===== config.mk =====
export PLATFORM = sky130hd
export DESIGN_NAME = ddr3_rd_capture
export DESIGN_NICKNAME = d
export VERILOG_FILES = /design/src/rtl/ddr3_rd_capture.sv
export SDC_FILE = /design/constraint.sdc
export NUM_CORES = 1
export LEC_CHECK = 0
export CAP_MARGIN = 20
export CORE_ASPECT_RATIO = 1.75
export CORE_MARGIN = 1.5
export CORE_UTILIZATION = 55
export DETAILED_ROUTE_END_ITERATION = 12
export GPL_ROUTABILITY_DRIVEN = 1
export MAX_ROUTING_LAYER = met4
export PLACE_DENSITY = 0.76
export SYNTH_ARGS = -nofsm -noshare
export SYNTH_HDL_FRONTEND = slang
export SYNTH_SLANG_ARGS = --single-unit

===== constraint.sdc =====
create_clock -name clk -period 5.97 [get_ports clk]
set_input_delay 0.597 -clock clk [delete_from_list [all_inputs] [get_ports clk]]
set_output_delay 0.597 -clock clk [all_outputs]
set_load 0.05 [all_outputs]

===== src/rtl/ddr3_rd_capture.sv =====
// DDR3 read-data capture: strobe framer plus {tag,last,data} output FIFO.
// Optional error counter enabled by defining DDR3_RDCAP_ERRCNT_EN.
module ddr3_rd_capture #(
   parameter int DW         = 32,
   parameter int FIFO_DEPTH = 8,
   parameter int MAX_BEATS  = 4
) (
   input  logic                          clk,
   input  logic                          rst,
   input  logic [3:0]                    strobe_in,
   input  logic [DW-1:0]                 rd_data_in,
   output logic                          rd_valid,
   input  logic                          rd_ready,
   output logic [DW-1:0]                 rd_data,
   output logic                          rd_tag,
   output logic                          rd_last,
   output logic [$clog2(FIFO_DEPTH):0]   fifo_level,
   output logic                          overflow,
   output logic                          frame_err,
   input  logic                          err_clr,
   output logic [7:0]                    err_cnt
);

   localparam int AW = $clog2(FIFO_DEPTH);
   localparam int CW = $clog2(MAX_BEATS + 1);

   typedef enum logic {S_IDLE, S_BURST} state_t;

   logic s_valid, s_first, s_last, s_tag;
   assign s_valid = strobe_in[0];
   assign s_first = strobe_in[1];
   assign s_last  = strobe_in[2];
   assign s_tag   = strobe_in[3];

   state_t        state_q, state_d;
   logic [CW-1:0] cnt_q, cnt_d;
   logic          tag_q, tag_d;
   logic          push, push_tag, push_last, ferr;

   always_comb begin
      state_d   = state_q;
      cnt_d     = cnt_q;
      tag_d     = tag_q;
      push      = 1'b0;
      push_tag  = tag_q;
      push_last = 1'b0;
      ferr      = 1'b0;
      if (s_valid) begin
         if (s_first) begin
            // A first beat always (re)starts a burst; inside a burst it is a framing error.
            push      = 1'b1;
            tag_d     = s_tag;
            push_tag  = s_tag;
            push_last = s_last;
            ferr      = (state_q == S_BURST);
            if (s_last) begin
               state_d = S_IDLE;
               cnt_d   = '0;
            end else begin
               state_d = S_BURST;
               cnt_d   = CW'(1);
            end
         end else if (state_q == S_BURST) begin
            push     = 1'b1;
            push_tag = tag_q;
            if (s_last) begin
               push_last = 1'b1;
               state_d   = S_IDLE;
               cnt_d     = '0;
            end else if ((cnt_q + CW'(1)) >= CW'(MAX_BEATS)) begin
               push_last = 1'b1;
               ferr      = 1'b1;
               state_d   = S_IDLE;
               cnt_d     = '0;
            end else begin
               cnt_d = cnt_q + CW'(1);
            end
         end else begin
            ferr = 1'b1;
         end
      end
   end

   always_ff @(posedge clk or posedge rst) begin
      if (rst) begin
         state_q <= S_IDLE;
         cnt_q   <= '0;
         tag_q   <= 1'b0;
      end else begin
         state_q <= state_d;
         cnt_q   <= cnt_d;
         tag_q   <= tag_d;
      end
   end

   logic [DW+1:0] mem_q [FIFO_DEPTH];
   logic [AW-1:0] wr_ptr_q, wr_ptr_d, rd_ptr_q, rd_ptr_d;
   logic [AW:0]   level_q, level_d;
   logic          pop, full, wr_en, drop;
   logic          ovf_q, ovf_d, ferr_q, ferr_d;

   assign pop   = (level_q != '0) && rd_ready;
   assign full  = (level_q == (AW+1)'(FIFO_DEPTH));
   // A full buffer still takes a beat when the consumer frees a slot this cycle.
   assign wr_en = push && (!full || pop);
   assign drop  = push && full && !pop;

   always_comb begin
      wr_ptr_d = wr_en ? wr_ptr_q + AW'(1) : wr_ptr_q;
      rd_ptr_d = pop   ? rd_ptr_q + AW'(1) : rd_ptr_q;
      level_d  = level_q;
      if (wr_en && !pop)      level_d = level_q + (AW+1)'(1);
      else if (!wr_en && pop) level_d = level_q - (AW+1)'(1);
      ovf_d  = (ovf_q  && !err_clr) || drop;
      ferr_d = (ferr_q && !err_clr) || ferr;
   end

   always_ff @(posedge clk or posedge rst) begin
      if (rst) begin
         wr_ptr_q <= '0;
         rd_ptr_q <= '0;
         level_q  <= '0;
         ovf_q    <= 1'b0;
         ferr_q   <= 1'b0;
      end else begin
         wr_ptr_q <= wr_ptr_d;
         rd_ptr_q <= rd_ptr_d;
         level_q  <= level_d;
         ovf_q    <= ovf_d;
         ferr_q   <= ferr_d;
      end
   end

   always_ff @(posedge clk) begin
      if (wr_en) mem_q[wr_ptr_q] <= {push_tag, push_last, rd_data_in};
   end

   // Outputs are forced to zero whenever the buffer is empty, including during reset.
   assign rd_valid   = (level_q != '0);
   assign {rd_tag, rd_last, rd_data} = rd_valid ? mem_q[rd_ptr_q] : '0;
   assign fifo_level = level_q;
   assign overflow   = ovf_q;
   assign frame_err  = ferr_q;

`ifdef DDR3_RDCAP_ERRCNT_EN
   logic [7:0] ecnt_q, ecnt_d;

   always_comb begin
      ecnt_d = err_clr ? 8'd0 : ecnt_q;
      if ((ferr || drop) && (ecnt_d != 8'hFF)) ecnt_d = ecnt_d + 8'd1;
   end

   always_ff @(posedge clk or posedge rst) begin
      if (rst) ecnt_q <= 8'd0;
      else     ecnt_q <= ecnt_d;
   end

   assign err_cnt = ecnt_q;
`else
   assign err_cnt = 8'd0;
`endif

endmodule


## Word level (Yosys, flattened, before mapping)

Memory sizes are Yosys's and may differ from the RTL's.
Index checks and enable logic that the tools add are counted.

| operators by class | value |
|---|---|
| add/subtract/negate cells | 5 |
| order comparisons | 1 |
| equality and inequality tests | 1 |
| muxes and demuxes | 29 |
| reduce and logical (&&, ||, !) cells | 19 |

Operator list:

| operator | count |
|---|---|
| $mux 34 | 1 |
| $mux 1 | 22 |
| $mux 3 | 4 |
| $add 3x1->3 const B | 3 |
| $logic_and 1x1->1 | 8 |
| $mux 4 | 2 |
| $add 4x1->4 const B | 1 |
| $eq 4x4->1 const B | 1 |
| $logic_not 1->1 | 4 |
| $reduce_bool 2->1 | 2 |
| $reduce_bool 4->1 | 1 |
| $sub 4x1->4 const B | 1 |
| $ge 3x3->1 const B | 1 |
| $logic_or 1x1->1 | 3 |
| $reduce_and 2->1 | 1 |

| word-level totals | value |
|---|---|
| register bits | 17 |
| memory bits (writable) | 272 |
| logic and storage cells | 64 |
| memories kept | 1 |

Memory list:

| memory | words | bits a word | rd ports | clocked after Yosys merged registers in | write ports | line | RTL |
|---|---|---|---|---|---|---|---|
| mem_q | 8 | 34 | 1 | 0 | 1 | 96 | `logic [DW+1:0] mem_q [FIFO_DEPTH];` |

## Depth between registers and ports, before layout

Gate-level depths: netlist (run 1).

| logic depth | value |
|---|---|
| depth after elaboration | 8 |
| gate-level depth with buffers | 9 |

## Least setup slack after synthesis (run 1)

OpenSTA, ideal clock, no wires.

| timing | value |
|---|---|
| path kind | register to register |
| from | reg level_q[0] (netlist: fifo_level[0]) |
| to | mem mem_q[0][0] in the netlist's numbering, enable pin |
| data arrival time | 4354 ps |
| data required time | 5460 ps |
| path slack | 1106 ps |
| cell stages (with the launch flop) | 4 |
| path buffers | 0 |
| cells stage by stage | dfrtp_1 -> or3_1 -> o21ai_2 -> nor4_1 |

| on the way | value |
|---|---|
| word-level cells in the longest chain between the ends | 6 |
| elaborated cells on any way between the ends | 8 |

RTL lines:

| element | line | RTL |
|---|---|---|
| from (decl) | 98 | `logic [AW:0] level_q, level_d;` |
| from (signal assigned) | 128 | `level_q <= level_d;` |
| $eq 4x4->1 / $reduce_bool 4->1 (equally long branches) | 103, 102 |  |
| $logic_not 1->1 / $logic_and 1x1->1 (equally long branches) | 105, 102 |  |
| $logic_or 1x1->1 * | 105 | `assign wr_en = push && (!full \|\| pop);` |
| $logic_and 1x1->1 * | 105 |  |
| $mux 1 * | 135 | `if (wr_en) mem_q[wr_ptr_q] <= {push_tag, push_last, rd_data_in};` |
| $mux 1 (not written as such) * | 135 |  |
| to (decl) | 96 |  |

Mark *: on every way between the ends. The rest lies on a longest branch, timed or not.

## Worst setup path after layout (run 1)

| timing | value |
|---|---|
| from | reg rd_ptr_q[1] |
| to | out rd_data[22] |

| on the way | value |
|---|---|
| word-level cells in the longest chain between the ends | 2 |

RTL lines:

| element | line | RTL |
|---|---|---|
| from (decl) | 97 | `logic [AW-1:0] wr_ptr_q, wr_ptr_d, rd_ptr_q, rd_ptr_d;` |
| from (signal assigned) | 127 | `rd_ptr_q <= rd_ptr_d;` |
| $mem_v2 8x34 | - |  |
| $mux 34 | 140 | `assign {rd_tag, rd_last, rd_data} = rd_valid ? mem_q[rd_ptr_q] : '0;` |
| to (decl) | 14 | `output logic [DW-1:0] rd_data,` |

No other way between the ends.

==> results.sh, run 1 <==
export IMPL_status="finished clean"
export IMPL_globalplace_congestion=0.718
export IMPL_cts_root_buf="clkbuf_16"
export IMPL_drcViolationCount=0
export IMPL_clk_latency_ps=510
export IMPL_post_dp_hpwl_mm=11.6
export IMPL_slowest_delay_ps=900
export IMPL_antenna_found_initial=0
export IMPL_worstPathBufferInverterCount=2
export IMPL_cts_sinks=289
export IMPL_powerDensity_mw_per_mm2=536
export IMPL_dp_cells=813
export IMPL_hold_viol=0
export IMPL_drt_wl_total_mm=20.9
export IMPL_ys_ff_latch=289
export IMPL_drv_slew=0
export IMPL_tritoncts="built"
export IMPL_worstSetupPathType="reg -> out"
export IMPL_power_frac_seq=0.373
export IMPL_setup_tns_final_ps=0
export IMPL_ys_flop_type="edfxtp_1"
export IMPL_path_delay_family="buffers and inverters"
export IMPL_cts_setup_buffers=0
export IMPL_grt_pass1_wl_mm=32.3
export IMPL_portBuffers=80
export IMPL_fin_area_mm2=0.0131
export IMPL_cp_slowest_cell="dfrtp_2"
export IMPL_final_layout_size_suffix_gt1_frac=0.217
export IMPL_avgSynthCellArea_um2=22.2
export IMPL_ctsResizeCount=0
export IMPL_routedWlPerCell_um=24.4
export IMPL_grt_usage=0.208
export IMPL_fp_dieW_um=111
export IMPL_path_cells="buf_4 > mux4_2 > a22o_1 > clkdlybuf4s50_1"
export IMPL_initial_core_util=0.565
export IMPL_first_global_vias=5736
export IMPL_synth_cell_types=43
export IMPL_tightestPinTransition_ps=1120
export IMPL_finClkSkew_ps=6.36
export IMPL_diodes=0
export IMPL_peakVddDrop_v=0.000451
export IMPL_ys_seq_area_frac=0.767
export IMPL_ant_nets=0
export IMPL_grt_overflow_total=0
export IMPL_fin_crit_ps=4020
export IMPL_hp_class="in -> async"
export IMPL_fin_cells=858
export IMPL_fp_dieH_um=192
export IMPL_via_count=5266
export IMPL_grt_max_degree=55
export IMPL_p_int_w=0.00456
export IMPL_cp_end_kind="output pin"
export IMPL_pre_cts_slack_ps=2130
export IMPL_cap_violations=0
export IMPL_crit_required_ps=5370
export IMPL_cp_start_kind="register"
export IMPL_synth_edf_count=272
export IMPL_pin_count=89
export IMPL_critPathMaxFanout=38
export IMPL_cts_made_buffers=24
export IMPL_clk_pin_slew_ps=70
export IMPL_synth_warnings=0
export IMPL_die_area_mm2=0.0213
export IMPL_swShare=0.352
export IMPL_synth_area_mm2=0.0112
export IMPL_vias_per_cell=6.14
export IMPL_syn_to_final_growth_pct=17.2
export IMPL_fp_coreArea_mm2=0.0198
export IMPL_h_tree_depth=1
export IMPL_dpl_instance_area_mm2=0.0123
export IMPL_switching_power_w=0.00248
export IMPL_synth_cells=504
export IMPL_dr_pass1_iters=4
export IMPL_async_flop_share=0.0588
export IMPL_setup_violations_final=0
export IMPL_clockBufferDepth=3
export IMPL_first_iter_violations=325
export IMPL_cp_arrival_ps=3420
export IMPL_nNetsFinal=642
export IMPL_comb_power_share=0.394
export IMPL_relSlewSlack=0.250
export IMPL_row_count=68
export IMPL_clockPowerShare=0.233
export IMPL_post_route_period_util=0.674
export IMPL_p_leak_nw=4.30
export IMPL_layout_setup_ws_ps=1950
export IMPL_rsz0062_at_grt="no"
export IMPL_max_freq_mhz=249
export IMPL_ctsHoldBuffers=0
synth_stat cells, types with 2 or more instances:
master,instances,area (um^2)
nor2_1,5,18.8
nor3_1,5,25.0
nand3_1,2,10.0
mux4_2,68,1530
nand3b_1,2,15.0
buf_4,11,82.6
dfrtp_1,17,425
inv_1,7,26.3
or4_1,2,15.0
edfxtp_1,272,8170
a22o_1,35,307
or3_1,4,25.0
mux2_2,4,45.0
ha_1,6,75.1
nand2b_1,4,25.0
clkbuf_1,7,26.3
xor2_1,2,17.5
buf_6,6,67.6
nand2_1,4,15.0
buf_2,9,45.0
xnor2_1,5,43.8
o21ai_0,5,25.0
a21oi_1,2,10.0
final timing paths:
path / start / end / slack (ps) / depth (start not counted)
setup / recovery: rd_ptr_q[1] / rd_data[22] / 1950 / 4
hold / removal: rst / fifo_level[1] / 490 / 2
setup reg to reg: fifo_level[0] / fifo_level[3] / 3050 / 9
hold reg to reg: cnt_q[1] / cnt_q[1] / 530 / 1
max in group asynchronous: rst / rd_ptr_q[0] / 4990 / 2
min in group clk: cnt_q[1] / cnt_q[1] / 530 / 1
flip-flops by register name (all words and copies together), names as in the netlist:
name and count:
cnt_q 3, fifo_level 4, frame_err 1, mem_q 272, overflow 1, rd_ptr_q 3, state_q 1, tag_q 1
wr_ptr_q 3
cell families (layout without fill, tap and decap cells):
group | after synthesis | count (layout) | synth area share
compound gates | 53 | 53 | 0.0387
xor+xnor | 7 | 7 | 0.00547
fa+ha+maj | 7 | 7 | 0.00848
buf+inv | 41 | 143 | 0.0224
flops | 289 | 289 | 0.767
mux | 73 | 73 | 0.142
other cells | 1 | 8 | 0.000335
simple gates | 33 | 33 | 0.0163
power by group through the flow:
stage / logic, W / registers [W] / clock network (W)
after detailed placement: 0.00269 / 0.00276 / 0
after floorplan: 0.00204 / 0.00263 / 0
after global placement: 0.00264 / 0.00274 / 0
final: 0.00277 / 0.00263 / 0.00164
after CTS: 0.00270 / 0.00272 / 0.00167
after global routing: 0.00291 / 0.00265 / 0.00174
per-layer routing:
metal | GRT usage | vias to the layer above | part of all wire
li1 | - | 2290 | -
met4 | 0.0518 | 0 | 0.015
met2 | 0.365 | 179 | 0.54
met5 | - | - | 0
met1 | 0.262 | 2772 | 0.39
met3 | 0.0246 | 25 | 0.046
cell usage in the layout (no fill, tap or decap), types with 2 or more instances in the layout:
| cell | synthesis | routed |
|---|---|---|
| nand3b_1 | 2 | 2 |
| clkbuf_1 | 7 | 4 |
| or4_1 | 2 | 2 |
| clkinv_1 | 0 | 4 |
| clkinv_2 | 0 | 3 |
| nor3_2 | 0 | 4 |
| bufinv_16 | 0 | 5 |
| xnor2_1 | 5 | 5 |
| mux2_2 | 4 | 4 |
| clkinvlp_4 | 0 | 2 |
| nor2_4 | 0 | 3 |
| xor2_1 | 2 | 2 |
| nand3_1 | 2 | 2 |
| nand2b_1 | 4 | 4 |
| inv_1 | 7 | 7 |
| buf_4 | 11 | 11 |
| mux4_2 | 68 | 68 |
| conb_1 | 1 | 8 |
| a21oi_1 | 2 | 2 |
| o21ai_0 | 5 | 5 |
| edfxtp_1 | 272 | 272 |
| clkdlybuf4s50_1 | 0 | 80 |
| nor2_1 | 5 | 2 |
| nand2_1 | 4 | 4 |
| dfrtp_1 | 17 | 15 |
| or3_1 | 4 | 4 |
| a22o_1 | 35 | 35 |
| ha_1 | 6 | 6 |
| clkbuf_16 | 0 | 25 |
through the flow:
step | utilization | hold WS, ps | total power, W
2_1_floorplan | - | 467 | 0.00467
3_3_place_gp | 0.618 | 489 | 0.00538
3_5_place_dp | 0.618 | 519 | 0.00545
4_1_cts | 0.661 | 509 | 0.00709
5_1_grt | 0.662 | 545 | 0.00731
6_report | 0.662 | 490 | 0.00705
cell type report:
cell class                 instances  area, um^2
fill                            1274        6690
timing repair buffer              92         911
clock inverter                    15         204
multi-input combinational        181        2450
sequential                       289        8600
clock buffer                      29         641
tap                              245         307
inverter                           7        26.3
No activity file was read; power rests on OpenSTA's default activity.
==> run 2, diff against run 1 <==
Clock period 5.97 ns to 3.7 ns, I/O delays scaled along.
==> results.sh, run 2 (same netlist as run 1, synthesis figures left out) <==
export IMPL_reg2reg_to="fifo_level[3]"
export IMPL_first_iter_violations=421
export IMPL_fin_cells=864
export IMPL_hold_viol=0
export IMPL_routedWlPerCell_um=25.9
export IMPL_portBuffers=80
export IMPL_cp_slowest_cell="or4_1"
export IMPL_startpoint="fifo_level[0]"
export IMPL_clockPowerShare=0.224
export IMPL_swShare=0.361
export IMPL_crit_required_ps=3330
export IMPL_dp_cells=818
export IMPL_slowest_delay_ps=710
export IMPL_power_frac_seq=0.373
export IMPL_regArea_mm2=0.00860
export IMPL_comb_power_share=0.403
export IMPL_p_leak_nw=4.33
export IMPL_vias_per_cell=6.16
export IMPL_cap_violations=0
export IMPL_final_layout_size_suffix_gt1_frac=0.228
export IMPL_cp_end_kind="output pin"
export IMPL_switching_power_w=0.00411
export IMPL_grt_max_degree=35
export IMPL_initial_core_util=0.565
export IMPL_final_cell_mix="272 x edfxtp_1, 80 x clkdlybuf4s50_1, 68 x mux4_2"
export IMPL_first_global_vias=5845
export IMPL_cp_start_kind="register"
export IMPL_cts_sinks=289
export IMPL_worstSetupPathType="reg -> out"
export IMPL_post_dp_hpwl_mm=12.0
export IMPL_cts_made_buffers=24
export IMPL_rsz0062_at_grt="no"
export IMPL_worstPathBufferInverterCount=1
export IMPL_fp_dieW_um=111
export IMPL_cts_setup_buffers=0
export IMPL_cp_depth=4
export IMPL_p_int_w=0.00729
export IMPL_via_count=5326
export IMPL_final_common_cell="edfxtp_1"
export IMPL_clockBufferDepth=3
export IMPL_nNetsFinal=647
export IMPL_drt_wl_total_mm=22.4
export IMPL_post_route_period_util=0.934
export IMPL_clk_pin_slew_ps=70
export IMPL_path_cells="or4_1 > and2_4 > a22o_1 > clkdlybuf4s50_1"
export IMPL_hp_class="in -> async"
export IMPL_relSlewSlack=0.433
export IMPL_multi_input_area_mm2=0.00247
export IMPL_ant_nets=0
export IMPL_dpl_instance_area_mm2=0.0124
export IMPL_clk_latency_ps=510
export IMPL_globalplace_congestion=0.779
export IMPL_grt_overflow_total=0
export IMPL_tightestPinTransition_ps=846
export IMPL_antenna_found_initial=1
export IMPL_dr_pass1_iters=4
export IMPL_crit_end="rd_data[2]"
export IMPL_top_register="mem_q"
export IMPL_fp_dieH_um=192
export IMPL_tritoncts="built"
export IMPL_fin_crit_ps=3460
export IMPL_cp_arrival_ps=3090
export IMPL_die_area_mm2=0.0213
export IMPL_peakVddDrop_v=0.000800
export IMPL_drv_slew=0
export IMPL_cts_root_buf="clkbuf_16"
export IMPL_r2r_start="fifo_level[0]"
export IMPL_row_count=68
export IMPL_h_tree_depth=1
export IMPL_grt_usage=0.222
export IMPL_fillers=1253
export IMPL_fp_coreArea_mm2=0.0198
export IMPL_max_freq_mhz=289
export IMPL_syn_to_final_growth_pct=17.8
export IMPL_finClkSkew_ps=6.09
export IMPL_setup_violations_final=0
export IMPL_powerDensity_mw_per_mm2=864
export IMPL_grt_pass1_wl_mm=34.0
export IMPL_r2r_slack_ps=730
export IMPL_path_delay_family="simple AND/OR/NAND/NOR gates"
export IMPL_drcViolationCount=0
export IMPL_critPathMaxFanout=34
export IMPL_pin_count=89
export IMPL_ctsResizeCount=0
export IMPL_largest_reg_flops=272
export IMPL_fin_area_mm2=0.0132
export IMPL_ctsHoldBuffers=0
export IMPL_status="finished clean"
export IMPL_ff2ff_path_depth=9
run 2: cell types whose count changed in the layout (fill, tap and decap cells not counted), moves of 2 or more:
cell       before  now
bufinv_16       5    3
clkinv_2        3    5
clkbuf_1        4    2
buf_12          0    5
clkinv_4        0    3
run 2: metal layers:
layer / part of all wire / up-vias / GRT usage
met5: 0 / - / -
met4: 0.025 / 0 / 0.0636
met3: 0.054 / 46 / 0.0309
met2: 0.56 / 193 / 0.401
met1: 0.36 / 2789 / 0.261
li1: - / 2298 / -
run 2: worst min path at each step:
| stage | to | slack, ps | cells past startpoint |
|---|---|---|---|
| final | tag_q | 250 | 2 |
| after CTS | state_q | 260 | 2 |
| after detailed placement | cnt_q[1] | 510 | 1 |
| after global placement | cnt_q[2] | 490 | 1 |
| after global routing | rd_ptr_q[2] | 330 | 2 |
| after floorplan | cnt_q[0] | 300 | 1 |
run 2: cell type report:
class	instances	share of cell area
Antenna cell	1	0.000190
Timing Repair Buffer	96	0.0745
Multi-Input combinational cell	182	0.187
Clock buffer	27	0.0480
Inverter	7	0.00199
Tap cell	245	0.0232
Sequential cell	289	0.651
Clock inverter	17	0.0133
run 2: power groups by stage:
stage	registers, W	clock network (W)	logic [W]
detailed placement	0.00431	0	0.00459
global placement	0.00427	0	0.00452
CTS	0.00425	0.00258	0.00463
floorplan	0.00424	0	0.00329
global route	0.00430	0.00270	0.00482
finish	0.00425	0.00255	0.00459
run 2: metrics by stage:
| step | total power [W] | setup slack [ps] | setup TNS, ps | util | hold slack [ps] |
|---|---|---|---|---|---|
| after CTS | 0.0115 | 17.0 | 0 | 0.665 | 263 |
| final | 0.0114 | 243 | 0 | 0.666 | 249 |
| after floorplan | 0.00754 | -265 | -27040 | - | 296 |
| after detailed placement | 0.00890 | 581 | 0 | 0.624 | 505 |
| after global routing | 0.0118 | 152 | 0 | 0.666 | 332 |
| after global placement | 0.00879 | 645 | 0 | 0.624 | 489 |
run 2: worst reg2reg max path, cell delays in order (launching register included):
cell and delay (ps):
dfrtp_1 450, or3_1 480, o21ai_2 460, inv_1 90, ha_1 280, inv_1 150, ha_1 310, or4_1 420
nand3_1 100, o221ai_1 110
